File: src/rtl/mul_seq.sv
// Iterative 32x32 -> 64-bit shift-add multiplier driving a 32-bit CLA adder, one add per cycle.
// Optional signed operation (extra signed_op port, FIX state) is enabled with `define MUL_SIGNED_EN.

module adder #(
    parameter int WIDTH = 32
) (
    input  logic [WIDTH-1:0] a,
    input  logic [WIDTH-1:0] b,
    input  logic             cin,
    output logic [WIDTH-1:0] s,
    output logic             cout
);
    logic [WIDTH-1:0] w_g;
    logic [WIDTH-1:0] w_p;
    logic [WIDTH:0]   w_c;

    assign w_g    = a & b;
    assign w_p    = a ^ b;
    assign w_c[0] = cin;

    // 4-bit lookahead groups; group carries ripple between groups.
    for (genvar k = 0; k < WIDTH / 4; k++) begin : g_grp
        localparam int B = 4 * k;
        assign w_c[B+1] = w_g[B] | (w_p[B] & w_c[B]);
        assign w_c[B+2] = w_g[B+1] | (w_p[B+1] & w_g[B]) | (w_p[B+1] & w_p[B] & w_c[B]);
        assign w_c[B+3] = w_g[B+2] | (w_p[B+2] & w_g[B+1]) | (w_p[B+2] & w_p[B+1] & w_g[B])
                        | (w_p[B+2] & w_p[B+1] & w_p[B] & w_c[B]);
        assign w_c[B+4] = w_g[B+3] | (w_p[B+3] & w_g[B+2]) | (w_p[B+3] & w_p[B+2] & w_g[B+1])
                        | (w_p[B+3] & w_p[B+2] & w_p[B+1] & w_g[B])
                        | (w_p[B+3] & w_p[B+2] & w_p[B+1] & w_p[B] & w_c[B]);
    end

    assign s    = w_p ^ w_c[WIDTH-1:0];
    assign cout = w_c[WIDTH];
endmodule

module mul_seq #(
    parameter int WIDTH = 32,
    parameter int CNT_W = 6
) (
    input  logic               clk,
    input  logic               rst,
    input  logic               start,
`ifdef MUL_SIGNED_EN
    input  logic               signed_op,
`endif
    input  logic [WIDTH-1:0]   a,
    input  logic [WIDTH-1:0]   b,
    output logic               busy,
    output logic               done,
    output logic [2*WIDTH-1:0] product
);
    typedef enum logic [1:0] {
        S_IDLE = 2'd0,
        S_RUN  = 2'd1,
        S_FIX  = 2'd2,
        S_DONE = 2'd3
    } state_t;

    state_t           r_state;
    logic [WIDTH-1:0] r_m;
    logic [WIDTH-1:0] r_acc_hi;
    logic [WIDTH-1:0] r_acc_lo;
    logic [CNT_W-1:0] r_cnt;

    logic [WIDTH-1:0]   w_add_b;
    logic [WIDTH-1:0]   w_sum;
    logic               w_cout;
    logic [2*WIDTH-1:0] w_shifted;
    logic [WIDTH-1:0]   w_m_load;
    logic [WIDTH-1:0]   w_lo_load;

`ifdef MUL_SIGNED_EN
    logic               r_neg;
    logic               r_signed;
    logic [2*WIDTH-1:0] w_prod_u;

    // |0x80000000| wraps to 0x80000000, which is still the right unsigned magnitude.
    assign w_m_load  = (signed_op && a[WIDTH-1]) ? (~a + 1'b1) : a;
    assign w_lo_load = (signed_op && b[WIDTH-1]) ? (~b + 1'b1) : b;
    assign w_prod_u  = {r_acc_hi, r_acc_lo};
`else
    assign w_m_load  = a;
    assign w_lo_load = b;
`endif

    assign w_add_b   = r_acc_lo[0] ? r_m : '0;
    assign w_shifted = {w_cout, w_sum, r_acc_lo[WIDTH-1:1]};

    adder #(.WIDTH(WIDTH)) u_adder (
        .a    (r_acc_hi),
        .b    (w_add_b),
        .cin  (1'b0),
        .s    (w_sum),
        .cout (w_cout)
    );

    always_ff @(posedge clk or posedge rst) begin
        if (rst) begin
            r_state  <= S_IDLE;
            r_m      <= '0;
            r_acc_hi <= '0;
            r_acc_lo <= '0;
            r_cnt    <= '0;
            busy     <= 1'b0;
            done     <= 1'b0;
            product  <= '0;
`ifdef MUL_SIGNED_EN
            r_neg    <= 1'b0;
            r_signed <= 1'b0;
`endif
        end else begin
            case (r_state)
                S_IDLE, S_DONE: begin
                    done <= 1'b0;
                    if (start) begin
                        r_m      <= w_m_load;
                        r_acc_hi <= '0;
                        r_acc_lo <= w_lo_load;
                        r_cnt    <= '0;
                        busy     <= 1'b1;
                        r_state  <= S_RUN;
`ifdef MUL_SIGNED_EN
                        r_signed <= signed_op;
                        r_neg    <= signed_op & (a[WIDTH-1] ^ b[WIDTH-1]);
`endif
                    end else begin
                        r_state <= S_IDLE;
                    end
                end
                S_RUN: begin
                    {r_acc_hi, r_acc_lo} <= w_shifted;
                    r_cnt                <= r_cnt + 1'b1;
                    if (r_cnt == CNT_W'(WIDTH - 1)) begin
`ifdef MUL_SIGNED_EN
                        if (r_signed) begin
                            r_state <= S_FIX;
                        end else begin
                            product <= w_shifted;
                            busy    <= 1'b0;
                            done    <= 1'b1;
                            r_state <= S_DONE;
                        end
`else
                        product <= w_shifted;
                        busy    <= 1'b0;
                        done    <= 1'b1;
                        r_state <= S_DONE;
`endif
                    end
                end
`ifdef MUL_SIGNED_EN
                S_FIX: begin
                    product <= r_neg ? (~w_prod_u + 1'b1) : w_prod_u;
                    busy    <= 1'b0;
                    done    <= 1'b1;
                    r_state <= S_DONE;
                end
`endif
                default: begin
                    busy    <= 1'b0;
                    done    <= 1'b0;
                    r_state <= S_IDLE;
                end
            endcase
        end
    end
endmodule

File: config.mk
export PLATFORM = sky130hd
export DESIGN_NAME = mul_seq
export DESIGN_NICKNAME = d
export VERILOG_FILES = /design/src/rtl/mul_seq.sv
export SDC_FILE = /design/constraint.sdc
export NUM_CORES = 1
export LEC_CHECK = 0
export CAP_MARGIN = 20
export CORE_MARGIN = 1.5
export CORE_UTILIZATION = 31
export DETAILED_ROUTE_END_ITERATION = 8
export GPL_TIMING_DRIVEN = 0
export PLACE_DENSITY = 0.61
export SLEW_MARGIN = 40
export SYNTH_ARGS = -nofsm -noshare
export SYNTH_HDL_FRONTEND = slang
export SYNTH_HIERARCHICAL = 1
export SYNTH_SLANG_ARGS = --single-unit
File: constraint.sdc
create_clock -name clk -period 12.4 [get_ports clk]
set_input_delay 3.72 -clock clk [delete_from_list [all_inputs] [get_ports clk]]
set_output_delay 3.72 -clock clk [all_outputs]
set_load 0.03 [all_outputs]
==> results of run 1 <==
[where the power goes]
group,switching (W),internal [W]
clock,0.000240,0.000348
combinational,0.000446,0.000324
sequential,0.0000969,0.000697
total,0.000783,0.00137
[stage by stage]
stage | hold WS, ns | instance area, um2 | util, % | total power (W)
after detailed placement | 0.478 | 10100 | 38.6 | 0.00159
after global routing | 0.518 | 10800 | 41.1 | 0.00232
final | 0.489 | 10800 | 41.1 | 0.00215
after CTS | 0.496 | 10800 | 41.1 | 0.00219
after global placement | 0.471 | 10100 | 38.4 | 0.00157
after floorplan | 0.456 | 8320 | - | 0.00135
[registers in the layout (all words and copies together), names as in the netlist]
signal    flops
product      64
r_acc_hi     32
r_m          32
r_cnt         6
busy          1
r_state       2
r_acc_lo     32
[worst paths after layout]
path                            cells past startpoint      endpoint  slack (ns)         start
worst max-delay path                                7   r_acc_lo[8]        6.99         start
worst min-delay path                                2  r_acc_hi[19]        0.49  r_acc_hi[19]
worst max register to register                     11   product[60]        8.78   r_acc_lo[0]
worst min register to register                      2  r_acc_hi[19]        0.49  r_acc_hi[19]
max in group asynchronous                           4   product[52]        7.72           rst
min in group asynchronous                           2   product[20]        3.66           rst
[critical path: cells and delay by family]
family / cells / cell delay (ns)
buffers and inverters: 4 / 1.38
AOI/OAI and AO/OA: 1 / 0.09
and+or+nand+nor: 1 / 0.07
muxes: 1 / 0.47
[Yosys cell counts, types with 6 or more instances]
cell        n  area (um2)
dfrtp_1   169        4230
nand2_1   109         409
mux2_2     96        1080
o21ai_0    79         395
ha_1       35         438
and2_1     34         213
mux2i_1    33         330
clkbuf_1   19        71.3
a21oi_1    18        90.1
buf_2      15        75.1
xor2_1     14         123
nand3_1    13        65.1
nor2_1     11        41.3
a21o_1     10        75.1
inv_1      10        37.5
xnor2_1    10        87.6
fa_1        8         160
nand2b_1    6        37.5
[kinds of logic (layout without fill, tap and decap cells)]
| group | count (synthesis) | in the layout | synth area share [%] |
|---|---|---|---|
| buffers and inverters | 45 | 211 | 2.26 |
| AO/OA/AOI/OAI | 133 | 133 | 9.47 |
| other | 1 | 3 | 0.0451 |
| AND/OR/NAND/NOR | 191 | 191 | 10.7 |
| flip-flops | 169 | 169 | 50.9 |
| multiplexers | 129 | 129 | 17.0 |
| adder cells (fa/ha/maj) | 43 | 43 | 7.19 |
| XOR/XNOR | 24 | 24 | 2.53 |
[layer usage]
layer	share of wire, %	routed length (um)	vias to the layer above	global-route usage (%)
met5	0	0	-	0
met4	0.31	61	0	3.00
met3	5.0	978	4	3.47
met2	45	8850	125	22.6
met1	50	9750	2922	21.1
li1	-	-	2874	-
[cell type report]
class	instances	area, um2	share of cell area [%]
flip-flops and latches	169	4230	39.3
multi-input cells	523	3900	36.3
repair buffers	134	1380	12.8
clock buffers	18	439	4.08
well taps	335	419	3.89
clock inverters	14	205	1.91
plain buffers	35	150	1.39
inverters	10	45.0	0.418
==> flow_summary.yaml, run 1 <==
floorplan:
  chipWidth_um: 167
  die_h_um: 167
  rows: 59
  core_um2: 26200
  dieArea_um2: 27800
  start_util_pct: 31.7
  io_pins: 133
clock_tree:
  cts_root_buf: "clkbuf_16"
  cts_buffers: 17
  cts.sinks: 169
  post-cts-setup-buffers: 0
  cts-hold-fix-buffers: 0
  ctsResizeCount: 0
  cts_tree: "done"
  cts_buffer_depth: 2
  clk_pin_slew_ns: 0.07
  clock_latency_ns: 0.43
  htree_num_levels: 4
timing:
  period_needed_ns: 5.41
  worst_pin_slew_ns: 0.632
  slew_violations: 0
  fmax_ghz: 0.185
  fin_crit_sh_pct: 43.6
  finClkSkew_ns: 0.0147
  rsz0062_at_grt: "no"
  hold_viol: 0
  slew_headroom_pct: 57.9
  setup_viol: 0
  layout_setup_ws_ns: 6.99
  timing.setup.tns_ns: 0
global_route:
  grt_max_degree: 73
  grt_pass1_wl_um: 32300
  grt-ovfl-total: 0
  antenna_found_initial: 0
  grt_pass1_vias: 5902
  grt.total_usage_pct: 14.7
critical_path:
  crit_top_cell: "buf_2"
  critPathLaunchType: "primary input"
  crit_type: "in -> reg"
  worstPathRequired_ns: 12.74
  critPathSlowestCell: "mux2i_1"
  slowest_delay_ns: 0.47
  critPathArrivalTime_ns: 5.75
  worstPathCellList: "clkdlybuf4s50_1 > mux2i_1 > buf_2 > buf_2 > buf_2 > nand2_1 > o21ai_0"
  critPathCaptureType: "register"
  crit_fanout: 10
placed_design:
  port_buffers: 132
  gp_congestion: 0.841
  preCtsSetupSlack_ns: 6.48
  dp_cells: 1206
  hpwl_um: 14000
logic_synthesis:
  ys.warnings.count: 6
  async_reset_ff_share_pct: 100
  syn_area_um2: 8310
  synth.distinct_cells: 46
  yosysSeqAreaShare_pct: 50.9
  avgSynthCellArea_um2: 11.3
  syn_inst: 735
  synthFlopType: "dfrtp_1"
  ys_ff_latch: 169
  synth_edf_count: 0
routing:
  vias: 5925
  vias_per_cell: 4.79
  routed_wl_um: 19600
  drt_iter0_drc: 321
  dr.pass1.iters: 9
  drc_errors: 14
  ant_nets: 0
  wl_per_cell_um: 15.9
min_path:
  hold_class: "reg -> reg"
layout:
  final_nets: 1000
  diodes: 0
  mostFrequentLayoutCell: "dfrtp_1"
  instances_no_fill: 1238
  syn2layout_area_growth_pct: 29.5
  nFillCells: 2484
  drive_above_1_share_pct: 17.3
  mostFrequentLayoutCells: "dfrtp_1, clkdlybuf4s50_1, nand2_1"
flow_run:
  max-cap-violations: 0
status:
  violations: "design-rule violations"
  status: "finished with violations"
power_and_ir_drop:
  cellPowerDensity_nw_per_um2: 200
  power_leakage_nw: 4.94
  vdd_drop_max_mv: 0.0762
(Power assumes the default switching activity.)
==> run 2: changes to the inputs <==
--- a/config.mk
+++ b/config.mk
@@ -10,7 +10,7 @@
 export CORE_UTILIZATION = 31
 export DETAILED_ROUTE_END_ITERATION = 8
 export GPL_TIMING_DRIVEN = 0
-export PLACE_DENSITY = 0.61
+export PLACE_DENSITY = 0.63
 export SLEW_MARGIN = 40
 export SYNTH_ARGS = -nofsm -noshare
 export SYNTH_HDL_FRONTEND = slang
==> constraint.sdc (replaced) <==
create_clock -name clk -period 4.7 [get_ports clk]
set_input_delay 1.41 -clock clk [delete_from_list [all_inputs] [get_ports clk]]
set_output_delay 1.41 -clock clk [all_outputs]
set_load 0.03 [all_outputs]
==> flow_summary.yaml, run 2 (same netlist as run 1, synthesis figures left out) <==
layout:
  largest_reg_flops: 64
  drive_above_1_share_pct: 17.7
  nFillCells: 2457
  instances_no_fill: 1243
  syn2layout_area_growth_pct: 31.2
  mostFrequentLayoutCells: "dfrtp_1, clkdlybuf4s50_1, nand2_1"
  diodes: 0
  mostFrequentLayoutCell: "dfrtp_1"
  final_nets: 1006
  regMostFlops: "product"
critical_path:
  crit_fanout: 10
  path_delay_family: "compound AO/OA/AOI/OAI gates"
  critPathLaunchType: "register"
  worstPathRequired_ns: 5.01
  critPathCaptureType: "register"
  slowest_delay_ns: 0.54
  r2r_slack_ns: 1.06
  crit_type: "reg -> reg"
  critPathSlowestCell: "dfrtp_1"
  critPathArrivalTime_ns: 3.95
  worstPathCellList: "clkbuf_1 > and2_1 > ha_1 > a21oi_2 > nand3_2 > a32oi_2 > a31oi_1 > o41a_1 > fa_1 > xor2_1 > mux2_2"
  path_buf_inv: 1
min_path:
  hold_class: "reg -> reg"
clock_tree:
  cts_tree: "done"
  cts_buffer_depth: 2
  cts.sinks: 169
  htree_num_levels: 4
  cts_root_buf: "clkbuf_16"
  ctsResizeCount: 0
  cts_buffers: 17
  post-cts-setup-buffers: 0
  clock_latency_ns: 0.43
  cts-hold-fix-buffers: 0
  clk_pin_slew_ns: 0.07
global_route:
  antenna_found_initial: 0
  grt_max_degree: 26
  grt_pass1_wl_um: 33100
  grt_pass1_vias: 6140
  grt.total_usage_pct: 15.1
  grt-ovfl-total: 0
placed_design:
  dp_cells: 1212
  gp_congestion: 0.845
  hpwl_um: 14800
  port_buffers: 132
timing:
  worst_hold_slack_ns: 0.488
  slew_headroom_pct: 57.0
  fin_crit_sh_pct: 77.5
  worst_pin_slew_ns: 0.645
  finClkSkew_ns: 0.00919
  slew_violations: 0
  hold_viol: 0
  period_needed_ns: 3.64
  rsz0062_at_grt: "no"
  setup_viol: 0
  fmax_ghz: 0.275
status:
  status: "finished with violations"
  violations: "design-rule violations"
floorplan:
  chipWidth_um: 167
  die_h_um: 167
  start_util_pct: 31.7
  core_um2: 26200
  io_pins: 133
  dieArea_um2: 27800
  rows: 59
power_and_ir_drop:
  vdd_drop_max_mv: 0.180
  cellPowerDensity_nw_per_um2: 524
  design_power_total_w: 0.00572
  power_leakage_nw: 5.01
routing:
  vias: 5960
  drc_errors: 15
  vias_per_cell: 4.79
  wl_per_cell_um: 16.1
  dr.pass1.iters: 6
  drt_iter0_drc: 287
  routed_wl_um: 20100
  ant_nets: 0
flow_run:
  max-cap-violations: 0
run 2: cell types whose count changed in the layout (fill, tap and decap cells not counted), sizes merged:
cell,delta
clkbuf,-1
clkinv,+1
inv,-3
buf,+6
clkinvlp,+1
bufinv,+1
run 2: stage by stage:
stage	setup WS [ns]	cell area, um2	setup TNS (ns)	util [%]
global route	0.747	10900	0	41.6
finish	1.06	10900	0	41.6
detailed placement	1.04	10300	0	39.2
CTS	1.02	10900	0	41.6
floorplan	1.14	8320	0	-
global placement	-0.423	10100	-68.68	38.4
run 2: worst register-to-register path, delay by kind of cell (launching register included):
family	cells	cell delay, ns
AO/OA/AOI/OAI	4	1.17
adder cells (fa/ha/maj)	2	0.69
flip-flops	1	0.54
buffers and inverters	1	0.39
AND/OR/NAND/NOR	2	0.30
multiplexers	1	0.26
XOR/XNOR	1	0.17
run 2: final cells by class:
type	instances	area, um2	area share, %
flip-flops and latches	169	4230	38.8
multi-input cells	523	3900	35.8
repair buffers	140	1520	13.9
clock buffers	17	425	3.90
well taps	335	419	3.84
clock inverters	14	219	2.01
plain buffers	35	150	1.38
inverters	10	41.3	0.379
run 2: final timing paths:
check	start	to	cells past startpoint
min in group asynchronous	rst	product[21]	2
max in group asynchronous	rst	r_m[19]	5
worst max-delay path	r_acc_lo[0]	product[60]	11
worst max register to register	r_acc_lo[0]	product[60]	11
worst min register to register	r_acc_hi[3]	r_acc_hi[3]	2
worst min-delay path	r_acc_hi[3]	r_acc_hi[3]	2
run 2: routing by layer:
metal,share of wire (%),global-route usage (%),up-vias,wire [um]
li1,-,-,2871,-
met1,49,20.9,2924,9780
met2,45,23.9,148,9090
met3,4.8,3.14,17,968
met4,1.1,4.58,0,228
met5,0,0,-,0
run 2: where the power goes:
part           internal, W  switching [W]  total, W
combinational     0.000866        0.00118   0.00205
clock             0.000946       0.000615   0.00156
sequential         0.00184       0.000267   0.00211
total              0.00365        0.00207   0.00572
